[src/rtl/uart_pkg.sv]
// Shared definitions for the memory-mapped UART transmitter.
// Provides STATUS bit positions, register offsets and the transmit FSM encoding.
package uart_pkg;

  // STATUS register bit positions
  localparam int unsigned STAT_FULL     = 0;
  localparam int unsigned STAT_EMPTY    = 1;
  localparam int unsigned STAT_BUSY     = 2;
  localparam int unsigned STAT_OVF      = 3;
  localparam int unsigned STAT_COUNT_LO = 4;
  localparam int unsigned STAT_COUNT_HI = 7;

  // Register offsets from BASE_ADDR
  localparam int unsigned TXDATA_OFFSET = 0;
  localparam int unsigned STATUS_OFFSET = 4;

  // Data-bit index width (8 bits per frame)
  localparam int unsigned BIT_IDX_W = 3;

  typedef enum logic [1:0] {
    ST_IDLE  = 2'd0,
    ST_START = 2'd1,
    ST_DATA  = 2'd2,
    ST_STOP  = 2'd3
  } tx_state_e;

endpackage

[src/rtl/uart_tx_port_fifo.sv]
// Synchronous byte FIFO with same-edge push and pop.
// Ports:
//   clock, reset        : clock and asynchronous active-high reset
//   push, push_data     : enqueue request and byte (accepted if not full or popping)
//   pop                 : dequeue request (ignored when empty)
//   head_c              : byte at the head, combinational
//   full_c, empty_c     : occupancy flags, combinational from the count
//   count               : registered occupancy, one bit wider than the pointers
module byte_fifo #(
  parameter int unsigned DEPTH = 4
) (
  input  logic                     clock,
  input  logic                     reset,
  input  logic                     push,
  input  logic [7:0]               push_data,
  input  logic                     pop,
  output logic [7:0]               head_c,
  output logic                     full_c,
  output logic                     empty_c,
  output logic [$clog2(DEPTH):0]   count
);

  localparam int unsigned PTR_W = $clog2(DEPTH);
  localparam int unsigned CNT_W = PTR_W + 1;

  logic [7:0]       mem_q [DEPTH];
  logic [PTR_W-1:0] wr_ptr_q, wr_ptr_d;
  logic [PTR_W-1:0] rd_ptr_q, rd_ptr_d;
  logic [CNT_W-1:0] count_q, count_d;
  logic             push_ok, pop_ok;

  assign full_c  = (count_q == CNT_W'(DEPTH));
  assign empty_c = (count_q == '0);
  assign head_c  = mem_q[rd_ptr_q];
  assign count   = count_q;

  // A push into a full FIFO still lands if the head leaves on the same edge
  assign pop_ok  = pop && !empty_c;
  assign push_ok = push && (!full_c || pop_ok);

  // Pointer and count update; pointers wrap naturally at DEPTH
  always_comb begin
    wr_ptr_d = wr_ptr_q;
    rd_ptr_d = rd_ptr_q;
    count_d  = count_q;
    if (push_ok) wr_ptr_d = wr_ptr_q + PTR_W'(1);
    if (pop_ok)  rd_ptr_d = rd_ptr_q + PTR_W'(1);
    unique case ({push_ok, pop_ok})
      2'b10:   count_d = count_q + CNT_W'(1);
      2'b01:   count_d = count_q - CNT_W'(1);
      default: count_d = count_q;
    endcase
  end

  always_ff @(posedge clock or posedge reset) begin
    if (reset) begin
      wr_ptr_q <= '0;
      rd_ptr_q <= '0;
      count_q  <= '0;
    end else begin
      wr_ptr_q <= wr_ptr_d;
      rd_ptr_q <= rd_ptr_d;
      count_q  <= count_d;
    end
  end

  // Storage needs no reset; emptiness is tracked by the count
  always_ff @(posedge clock) begin
    if (push_ok) mem_q[wr_ptr_q] <= push_data;
  end

endmodule

[src/rtl/uart_tx_port.sv]
// Memory-mapped 8N1 UART transmitter on the data-memory bus.
// Ports:
//   clock, reset : clock and asynchronous active-high reset
//   address      : bus address; TXDATA at BASE_ADDR, STATUS at BASE_ADDR+4
//   width        : byte-lane enables; lane 0 qualifies a TXDATA store
//   write        : store strobe
//   dataIn       : store data (byte in [7:0], ovf clear in bit 3 for STATUS)
//   dataOut      : combinational read data, STATUS or zero
//   txd          : serial line, idle high, registered
//   busy         : frame in flight or FIFO non-empty, registered
module uart_tx_port
  import uart_pkg::*;
#(
  parameter int unsigned CLKS_PER_BIT = 16,
  parameter int unsigned FIFO_DEPTH   = 4,
  parameter logic [31:0] BASE_ADDR    = 32'hf000_0010
) (
  input  logic        clock,
  input  logic        reset,
  input  logic [31:0] address,
  input  logic [3:0]  width,
  input  logic        write,
  input  logic [31:0] dataIn,
  output logic [31:0] dataOut,
  output logic        txd,
  output logic        busy
);

  localparam int unsigned BAUD_W = $clog2(CLKS_PER_BIT);
  localparam int unsigned CNT_W  = $clog2(FIFO_DEPTH) + 1;
  localparam logic [BAUD_W-1:0] BAUD_MAX    = BAUD_W'(CLKS_PER_BIT - 1);
  localparam logic [31:0]       TXDATA_ADDR = BASE_ADDR + 32'(TXDATA_OFFSET);
  localparam logic [31:0]       STATUS_ADDR = BASE_ADDR + 32'(STATUS_OFFSET);

  tx_state_e            state_q, state_d;
  logic [BAUD_W-1:0]    baud_q, baud_d;
  logic [BIT_IDX_W-1:0] bit_idx_q, bit_idx_d;
  logic [7:0]           shift_q, shift_d;
  logic                 txd_q, txd_d;
  logic                 busy_q, busy_d;
  logic                 ovf_q, ovf_d;

  logic             push_req_c, ovf_clr_c, pop_c;
  logic [7:0]       fifo_head_c;
  logic             fifo_full_c, fifo_empty_c;
  logic [CNT_W-1:0] fifo_count;
  logic             unused_bits_c;

  // Bus decode
  assign push_req_c    = write && (address == TXDATA_ADDR) && width[0];
  assign ovf_clr_c     = write && (address == STATUS_ADDR) && dataIn[STAT_OVF];
  assign unused_bits_c = ^{width[3:1], dataIn[31:8]};

  byte_fifo #(
    .DEPTH (FIFO_DEPTH)
  ) u_fifo (
    .clock     (clock),
    .reset     (reset),
    .push      (push_req_c),
    .push_data (dataIn[7:0]),
    .pop       (pop_c),
    .head_c    (fifo_head_c),
    .full_c    (fifo_full_c),
    .empty_c   (fifo_empty_c),
    .count     (fifo_count)
  );

  // STATUS read mux; any other address reads zero
  always_comb begin
    dataOut = '0;
    if (address == STATUS_ADDR) begin
      dataOut[STAT_FULL]                   = fifo_full_c;
      dataOut[STAT_EMPTY]                  = fifo_empty_c;
      dataOut[STAT_BUSY]                   = (state_q != ST_IDLE);
      dataOut[STAT_OVF]                    = ovf_q;
      dataOut[STAT_COUNT_HI:STAT_COUNT_LO] = 4'(fifo_count);
    end
  end

  // Transmit FSM; txd_d is the line level for the cycle after the edge
  always_comb begin
    state_d   = state_q;
    baud_d    = baud_q;
    bit_idx_d = bit_idx_q;
    shift_d   = shift_q;
    txd_d     = txd_q;
    pop_c     = 1'b0;
    unique case (state_q)
      ST_IDLE: begin
        txd_d = 1'b1;
        if (!fifo_empty_c) begin
          pop_c   = 1'b1;
          shift_d = fifo_head_c;
          baud_d  = BAUD_MAX;
          state_d = ST_START;
          txd_d   = 1'b0;
        end
      end
      ST_START: begin
        if (baud_q == '0) begin
          state_d   = ST_DATA;
          baud_d    = BAUD_MAX;
          bit_idx_d = '0;
          txd_d     = shift_q[0];
        end else begin
          baud_d = baud_q - BAUD_W'(1);
        end
      end
      ST_DATA: begin
        if (baud_q == '0) begin
          baud_d = BAUD_MAX;
          if (bit_idx_q == BIT_IDX_W'(7)) begin
            state_d = ST_STOP;
            txd_d   = 1'b1;
          end else begin
            bit_idx_d = bit_idx_q + BIT_IDX_W'(1);
            shift_d   = {1'b0, shift_q[7:1]};
            txd_d     = shift_q[1];
          end
        end else begin
          baud_d = baud_q - BAUD_W'(1);
        end
      end
      ST_STOP: begin
        if (baud_q == '0) begin
          // Chain the next frame straight out of the stop bit
          if (!fifo_empty_c) begin
            pop_c   = 1'b1;
            shift_d = fifo_head_c;
            baud_d  = BAUD_MAX;
            state_d = ST_START;
            txd_d   = 1'b0;
          end else begin
            state_d = ST_IDLE;
            txd_d   = 1'b1;
          end
        end else begin
          baud_d = baud_q - BAUD_W'(1);
        end
      end
      default: state_d = ST_IDLE;
    endcase
  end

  // Overflow flag and busy; a dropped push implies a non-empty FIFO
  always_comb begin
    ovf_d = ovf_q;
    if (ovf_clr_c) ovf_d = 1'b0;
    if (push_req_c && fifo_full_c && !pop_c) ovf_d = 1'b1;
    busy_d = (state_d != ST_IDLE) || !fifo_empty_c || push_req_c;
  end

  always_ff @(posedge clock or posedge reset) begin
    if (reset) begin
      state_q   <= ST_IDLE;
      baud_q    <= '0;
      bit_idx_q <= '0;
      shift_q   <= '0;
      txd_q     <= 1'b1;
      busy_q    <= 1'b0;
      ovf_q     <= 1'b0;
    end else begin
      state_q   <= state_d;
      baud_q    <= baud_d;
      bit_idx_q <= bit_idx_d;
      shift_q   <= shift_d;
      txd_q     <= txd_d;
      busy_q    <= busy_d;
      ovf_q     <= ovf_d;
    end
  end

  assign txd  = txd_q;
  assign busy = busy_q;

endmodule

[config.mk]
export PLATFORM = sky130hd
export DESIGN_NAME = uart_tx_port
export DESIGN_NICKNAME = d
export VERILOG_FILES = /design/src/rtl/uart_pkg.sv /design/src/rtl/uart_tx_port_fifo.sv /design/src/rtl/uart_tx_port.sv
export SDC_FILE = /design/constraint.sdc
export NUM_CORES = 1
export LEC_CHECK = 0
export ABC_CLOCK_PERIOD_IN_PS = 5800
export CAP_MARGIN = 25
export CORE_ASPECT_RATIO = 0.7
export CORE_MARGIN = 2
export CORE_UTILIZATION = 35
export CTS_CLUSTER_SIZE = 16
export DETAILED_ROUTE_END_ITERATION = 6
export GPL_TIMING_DRIVEN = 0
export SKIP_LAST_GASP = 1
export SLEW_MARGIN = 20
export SYNTH_ARGS = -nofsm -noshare
export SYNTH_HDL_FRONTEND = slang
export SYNTH_SLANG_ARGS = --single-unit
[constraint.sdc]
create_clock -name clock -period 5.8 [get_ports clock]
set_input_delay 0.87 -clock clock [delete_from_list [all_inputs] [get_ports clock]]
set_output_delay 0.87 -clock clock [all_outputs]
set_load 0.01 [all_outputs]
* After elaboration in Yosys (flattened, before gate mapping)
Memories as Yosys holds them, arrays and structs flattened.
Cells that the tools add are included.
** Word-level totals
- Register bits :: 27
- Memory bits (writable) :: 32
- Input bits :: 71
- Logic and storage cells :: 92
- Memories kept :: 1
** Cells by class
- Add/sub/neg operators :: 6
- Equality and inequality tests :: 13
- Mux-type cells :: 35
- Reductions and logical operators :: 27
** Memories
- u_fifo.mem_q :: depth 4, bits a word 8, rd ports 1, clocked after memory_dff 0, write ports 1, line uart_tx_port_fifo.sv:26 : logic [7:0] mem_q [DEPTH];
** Operator list (count)
- 32-bit equality test, second input constant :: 2
- 8-bit two-way mux :: 4
- 8-bit one-hot mux with 3 select lines :: 1
- 1-bit two-way mux :: 12
- 4-bit two-way mux :: 3
- 3-bit one-hot mux with 2 select lines :: 2
- 4-bit one-hot mux with 3 select lines :: 1
- 2-bit two-way mux :: 5
- 2-bit nonzero test :: 5
- 3-bit two-way mux :: 3
- 1-bit logical AND :: 8
- 2-bit != test, second input constant :: 4
- 2-bit one-hot mux with 4 select lines :: 1
- 4-bit AND reduction :: 2
- 7-bit two-way mux :: 1
- 3-bit by 1-bit adder with 3-bit output, second input constant :: 2
- 2-bit equality test, second input constant :: 3
- 3-bit equality test, second input constant :: 2
- 2-bit by 1-bit adder with 2-bit output, second input constant :: 2
- 2-bit by 1-bit equality test with 1-bit output, second input constant :: 2
- 4-bit logical NOT :: 1
- 1-bit one-hot mux with 4 select lines :: 1
- 4-bit by 1-bit subtractor with 4-bit output, second input constant :: 1
- 1-bit logical NOT :: 3
- other kinds (8) :: 10

* Logic depth before layout (Yosys ltp)
- Depth after elaboration :: 9
- Gate-level depth with buffers :: 13

* Hierarchy
From an unflattened synthesis, not the netlist that was laid out.
** Second synthesis, totals
- Cells, all modules :: 259
- Area, all modules :: 3149.3 µm²
** Modules (own cells, without submodules)
- byte_fifo :: instances 1, cells each 81, area an instance 1591.5 µm², sequential area each 1136.1 µm²
- uart_tx_port :: instances 1, cells each 178, area an instance 1557.7 µm², sequential area each 501.7 µm²

* Least setup slack after synthesis
No wires, ideal clock.
- Path type :: input to register
- Start point :: input address[5]
- End point :: register u_fifo.count_q[2] (netlist: u_fifo.count[2])
- Library setup time :: 0.128 ns
- Arrival :: 2.767 ns
- Required time :: 5.672 ns
- Path slack :: 2.905 ns
- Stages :: 10
- Path through :: nor4b_1 -> nand4_1 -> nor3_1 -> nand2_1 -> ha_1 -> inv_1 -> fa_1 -> xor2_1 -> nor2_1 -> xor2_1
** Between the ends
- Word-level cells in the longest chain between the ends :: 6
- Elaborated cells between the ends (all ways) :: 8
- Classes of those cells :: eq/ne: 3; mux: 1; reduce/logical: 4
** Ends and longest elaborated chain
- start: declaration :: line uart_tx_port.sv:20 : input logic [31:0] address,
- 32-bit equality test (*) :: line uart_tx_port.sv:50 : assign push_req_c = write && (address == TXDATA_ADDR) && width[0];
- 1-bit logical AND (*) (2 in a row) :: line uart_tx_port.sv:50
- 1-bit logical AND (*) :: line uart_tx_port_fifo.sv:39 : assign push_ok = push && (!full_c || pop_ok);
- 2-bit by 1-bit equality test with 1-bit output or 2-bit equality test (tied branches) :: line uart_tx_port_fifo.sv:48 : unique case ({push_ok, pop_ok})
- 3-bit one-hot mux with 2 select lines or 2-bit nonzero test (tied branches)
- end signal: assignment :: line uart_tx_port_fifo.sv:63 : count_q <= count_d;
- end: declaration :: line uart_tx_port_fifo.sv:29 : logic [CNT_W-1:0] count_q, count_d;
Every way passes the cells marked *; elsewhere a longest branch is shown, timed or not.
A chain may end at the register's enable or synchronous reset.

* Worst setup path in the final report
- Start point :: input address[8]
- End point :: output dataOut[0]
** Between the ends
- Word-level cells in the longest chain between the ends :: 2
** Ends and longest elaborated chain
- 32-bit equality test :: line uart_tx_port.sv:71 : if (address == STATUS_ADDR) begin
- 7-bit two-way mux :: line uart_tx_port.sv:71
- end: declaration :: line uart_tx_port.sv:24 : output logic [31:0] dataOut,
No other way between the ends.

==> out/metrics.yaml <==
sta:
  maxSlewHeadroom_pct: 46.86
  fin_crit_sh_pct: 71.28
  tightestPinTransition_ns: 0.7971
  fmax_ghz: 0.2419
  period_needed_ns: 4.134
  fin_setup_tns_ns: 0
  rsz0062_at_grt: "no"
  drv_slew: 0
  finalSetupViolCount: 0
  skew_ns: 0.004834
  hold_viol: 0
cts:
  post_cts_buffers: 0
  ctsResizeCount: 0
  insertion_delay_ns: 0.33
  htreeDepth: 3
  numCtsBuffers: 9
  root_buffer: "clkbuf_16"
  cts.clk_slew.worst_paths_ns: 0.05
  hold_buffers: 0
  cts.path.max_buffers: 2
  clock_sinks: 59
  cts_tree: "yes"
route:
  viasPerCell: 4.638
  wl_per_cell_um: 14.20
  drc: 0
  wl_um: 6704
  drt_iter0_markers: 74
  dr.pass1.iters: 4
  vias: 2189
  ant_nets: 0
synthesis:
  synthAdderAreaFrac_pct: 5.725
  ys_seq_area_share_pct: 51.33
  yosys_warnings: 0
  synth_flop_cell: "edfxtp_1"
  yosys.area.top_type_share_pct: 30.12
  synthSimpleGateAreaFrac_pct: 12.24
  synthXorXnorAreaFrac_pct: 1.647
  synth_top_family_by_area: "simple AND/OR/NAND/NOR gates"
  synth.distinct_cells: 59
  synth_area_leaders: "edfxtp_1 (30%), dfrtp_1 (20%), buf_4 (5.9%)"
  synth_area_um2: 3191
  synth_compound_area_share_pct: 10.27
  synth_top_area_cell: "edfxtp_1"
  synth.ff_latch_count: 59
  synth_edf_count: 32
  synthCells: 256
  yosys-mux-area-fraction_pct: 9.529
  async_reset_ff_share_pct: 45.76
  avgSynthCellArea_um2: 12.46
die:
  pin_count: 105
  initial_core_util_pct: 35.60
  rows: 29
  die_w_um: 118.1
  fp.dieH_um: 83.88
  core_area_um2: 8962
  dieArea_um2: 9907
finish:
  fill_cells: 819
  final_common_cell: "clkdlybuf4s50_1"
  final_cell_mix: "clkdlybuf4s50_1 (52), edfxtp_1 (32), dfrtp_1 (26), buf_4 (25), conb_1 (25)"
  antenna_cells: 0
  nets: 428
  area_growth_syn_to_layout_pct: 34.04
  drive_above_1_share_pct: 17.53
worst_setup_path:
  max_stage_delay_ns: 0.54
  crit_type: "in2out"
  reg2regPathDepth: 9
  cp_cell_sequence: "clkdlybuf4s50_1, nor4b_1, nand4_1, nor3_1, and4_1, clkdlybuf4s50_1"
  ff2ff_setup_slack_ns: 3.01
  cpMaxStageDelayCell: "clkdlybuf4s50_1"
  crit_fanout: 8
  worstPathArrival_ns: 3.26
  path_buf_inv: 2
  crit_cells: 6
  endpoint_kind: "output pin"
  cp-start-kind: "input port"
  cp_top_family: "simple AND/OR/NAND/NOR gates"
  cpMostUsedCell: "clkdlybuf4s50_1"
  crit_required_ns: 4.93
global_routing:
  overflow: 0
  grt_use_total_pct: 14.31
  grt_antenna_before_repair: 0
  grt_first_pass_wirelength_um: 10840
  grt_pass1_vias: 2179
  grt_max_degree: 28
flow_run:
  drv_cap: 0
outcome:
  status: "completed"
place:
  port_buffers: 52
  gp_congestion: 0.7202
  dp_hpwl_um: 4988
pwr:
  p_total_mw: 1.066
  power_density_nw_per_um2: 249.3
  vdd_drop_max_mv: 0.2043
  p_leak_nw: 1.762
worst_hold_path:
  hold_path.class: "reg2reg"
  holdPathStages: 1
[synthesized netlist by cell type (2+ instances only)]
library cell and count:
a211oi_1 3, a21bo_1 2, a21boi_0 2, a21o_1 2, a21oi_1 9, a31oi_1 3, and2_1 3, and3_1 5
buf_2 2, buf_4 25, clkbuf_1 6, dfrtp_1 26, edfxtp_1 32, ha_1 13, inv_1 15, mux2_1 3
mux2i_1 9, mux4_2 8, nand2_1 6, nand4_1 4, nor2_1 15, nor3_1 4, nor4_1 9, nor4b_1 3
o21ai_0 3, o21ai_1 5, o31ai_1 3, xnor2_1 3, xor2_1 3
[state kept, by name (all words and copies together) (netlist names)]
name,count
u_fifo.rd_ptr_q,2
baud_q,4
u_fifo.mem_q,32
busy,1
bit_idx_q,3
u_fifo.count,3
ovf_q,1
shift_q,8
state_q,2
u_fifo.wr_ptr_q,2
txd,1
[cells by family after synthesis]
family	Yosys count
and+or+nand+nor	64
DFF	59
buffers and inverters	50
AOI/OAI and AO/OA	42
muxes	20
adders and majority gates	14
xor gates and xnor gates	6
other	1
[layer usage]
metal  global-route usage, %  wire, um  share of wire [%]
met1                   19.33      3304                 49
met2                   21.18      3031                 45
met3                   4.850       265                4.0
met4                   5.586       102                1.5
met5                       0         0                  0
[path summary, 6_finish.rpt]
check                                          from                        endpoint
setup / recovery                         address[8]                      dataOut[0]
hold / removal             bit_idx_q[1]$_DFFE_PP0P_        bit_idx_q[1]$_DFFE_PP0P_
setup reg to reg               state_q[0]$_DFF_PP0_     u_fifo.count[2]$_DFFE_PP0P_
hold reg to reg            bit_idx_q[1]$_DFFE_PP0P_        bit_idx_q[1]$_DFFE_PP0P_
max in group asynchronous                     reset        bit_idx_q[1]$_DFFE_PP0P_
min in group asynchronous                     reset  u_fifo.wr_ptr_q[0]$_DFFE_PP0P_
[final cells by class]
cell class                      count  area (um2)  area share [%]
Clock inverter                      4       73.82           1.726
Clock buffer                       12       246.5           5.764
Inverter                           16       60.06           1.404
Buffer                             34       231.5           5.413
Multi-Input combinational cell    171        1351           31.60
Sequential cell                    59        1638           38.30
Timing Repair Buffer               52       520.5           12.17
Tap cell                          124       155.1           3.628
[worst register-to-register path: stages, from the launching register on]
cell	delay, ns
dfrtp_1	0.44
ha_1	0.34
nand4bb_1	0.18
a211oi_1	0.63
ha_1	0.29
inv_1	0.06
fa_1	0.37
xor2_1	0.15
nor2_1	0.11
xor2_1	0.14
[report_power, final]
group / internal [mW] / total, mW / switching, mW / leakage (nW)
Combinational: 0.0373 / 0.0584 / 0.0211 / 1.01
Sequential: 0.443 / 0.443 / 0.000000000256 / 0.596
Clock: 0.387 / 0.565 / 0.177 / 0.157
Total: 0.868 / 1.07 / 0.198 / 1.76
[metrics by stage]
step	setup WS [ns]	instance area (um2)	hold slack [ns]	std cells	utilization, %
finish	1.666	4277	0.4879	472	47.72
global route	1.561	4277	0.5056	472	47.72
CTS	1.716	4277	0.4929	472	47.72
detailed placement	1.722	3956	0.4756	456	44.14
global placement	1.759	3956	0.4729	456	44.14
floorplan	2.905	3281	0.4521	280	-
(Power assumes the default switching activity.)
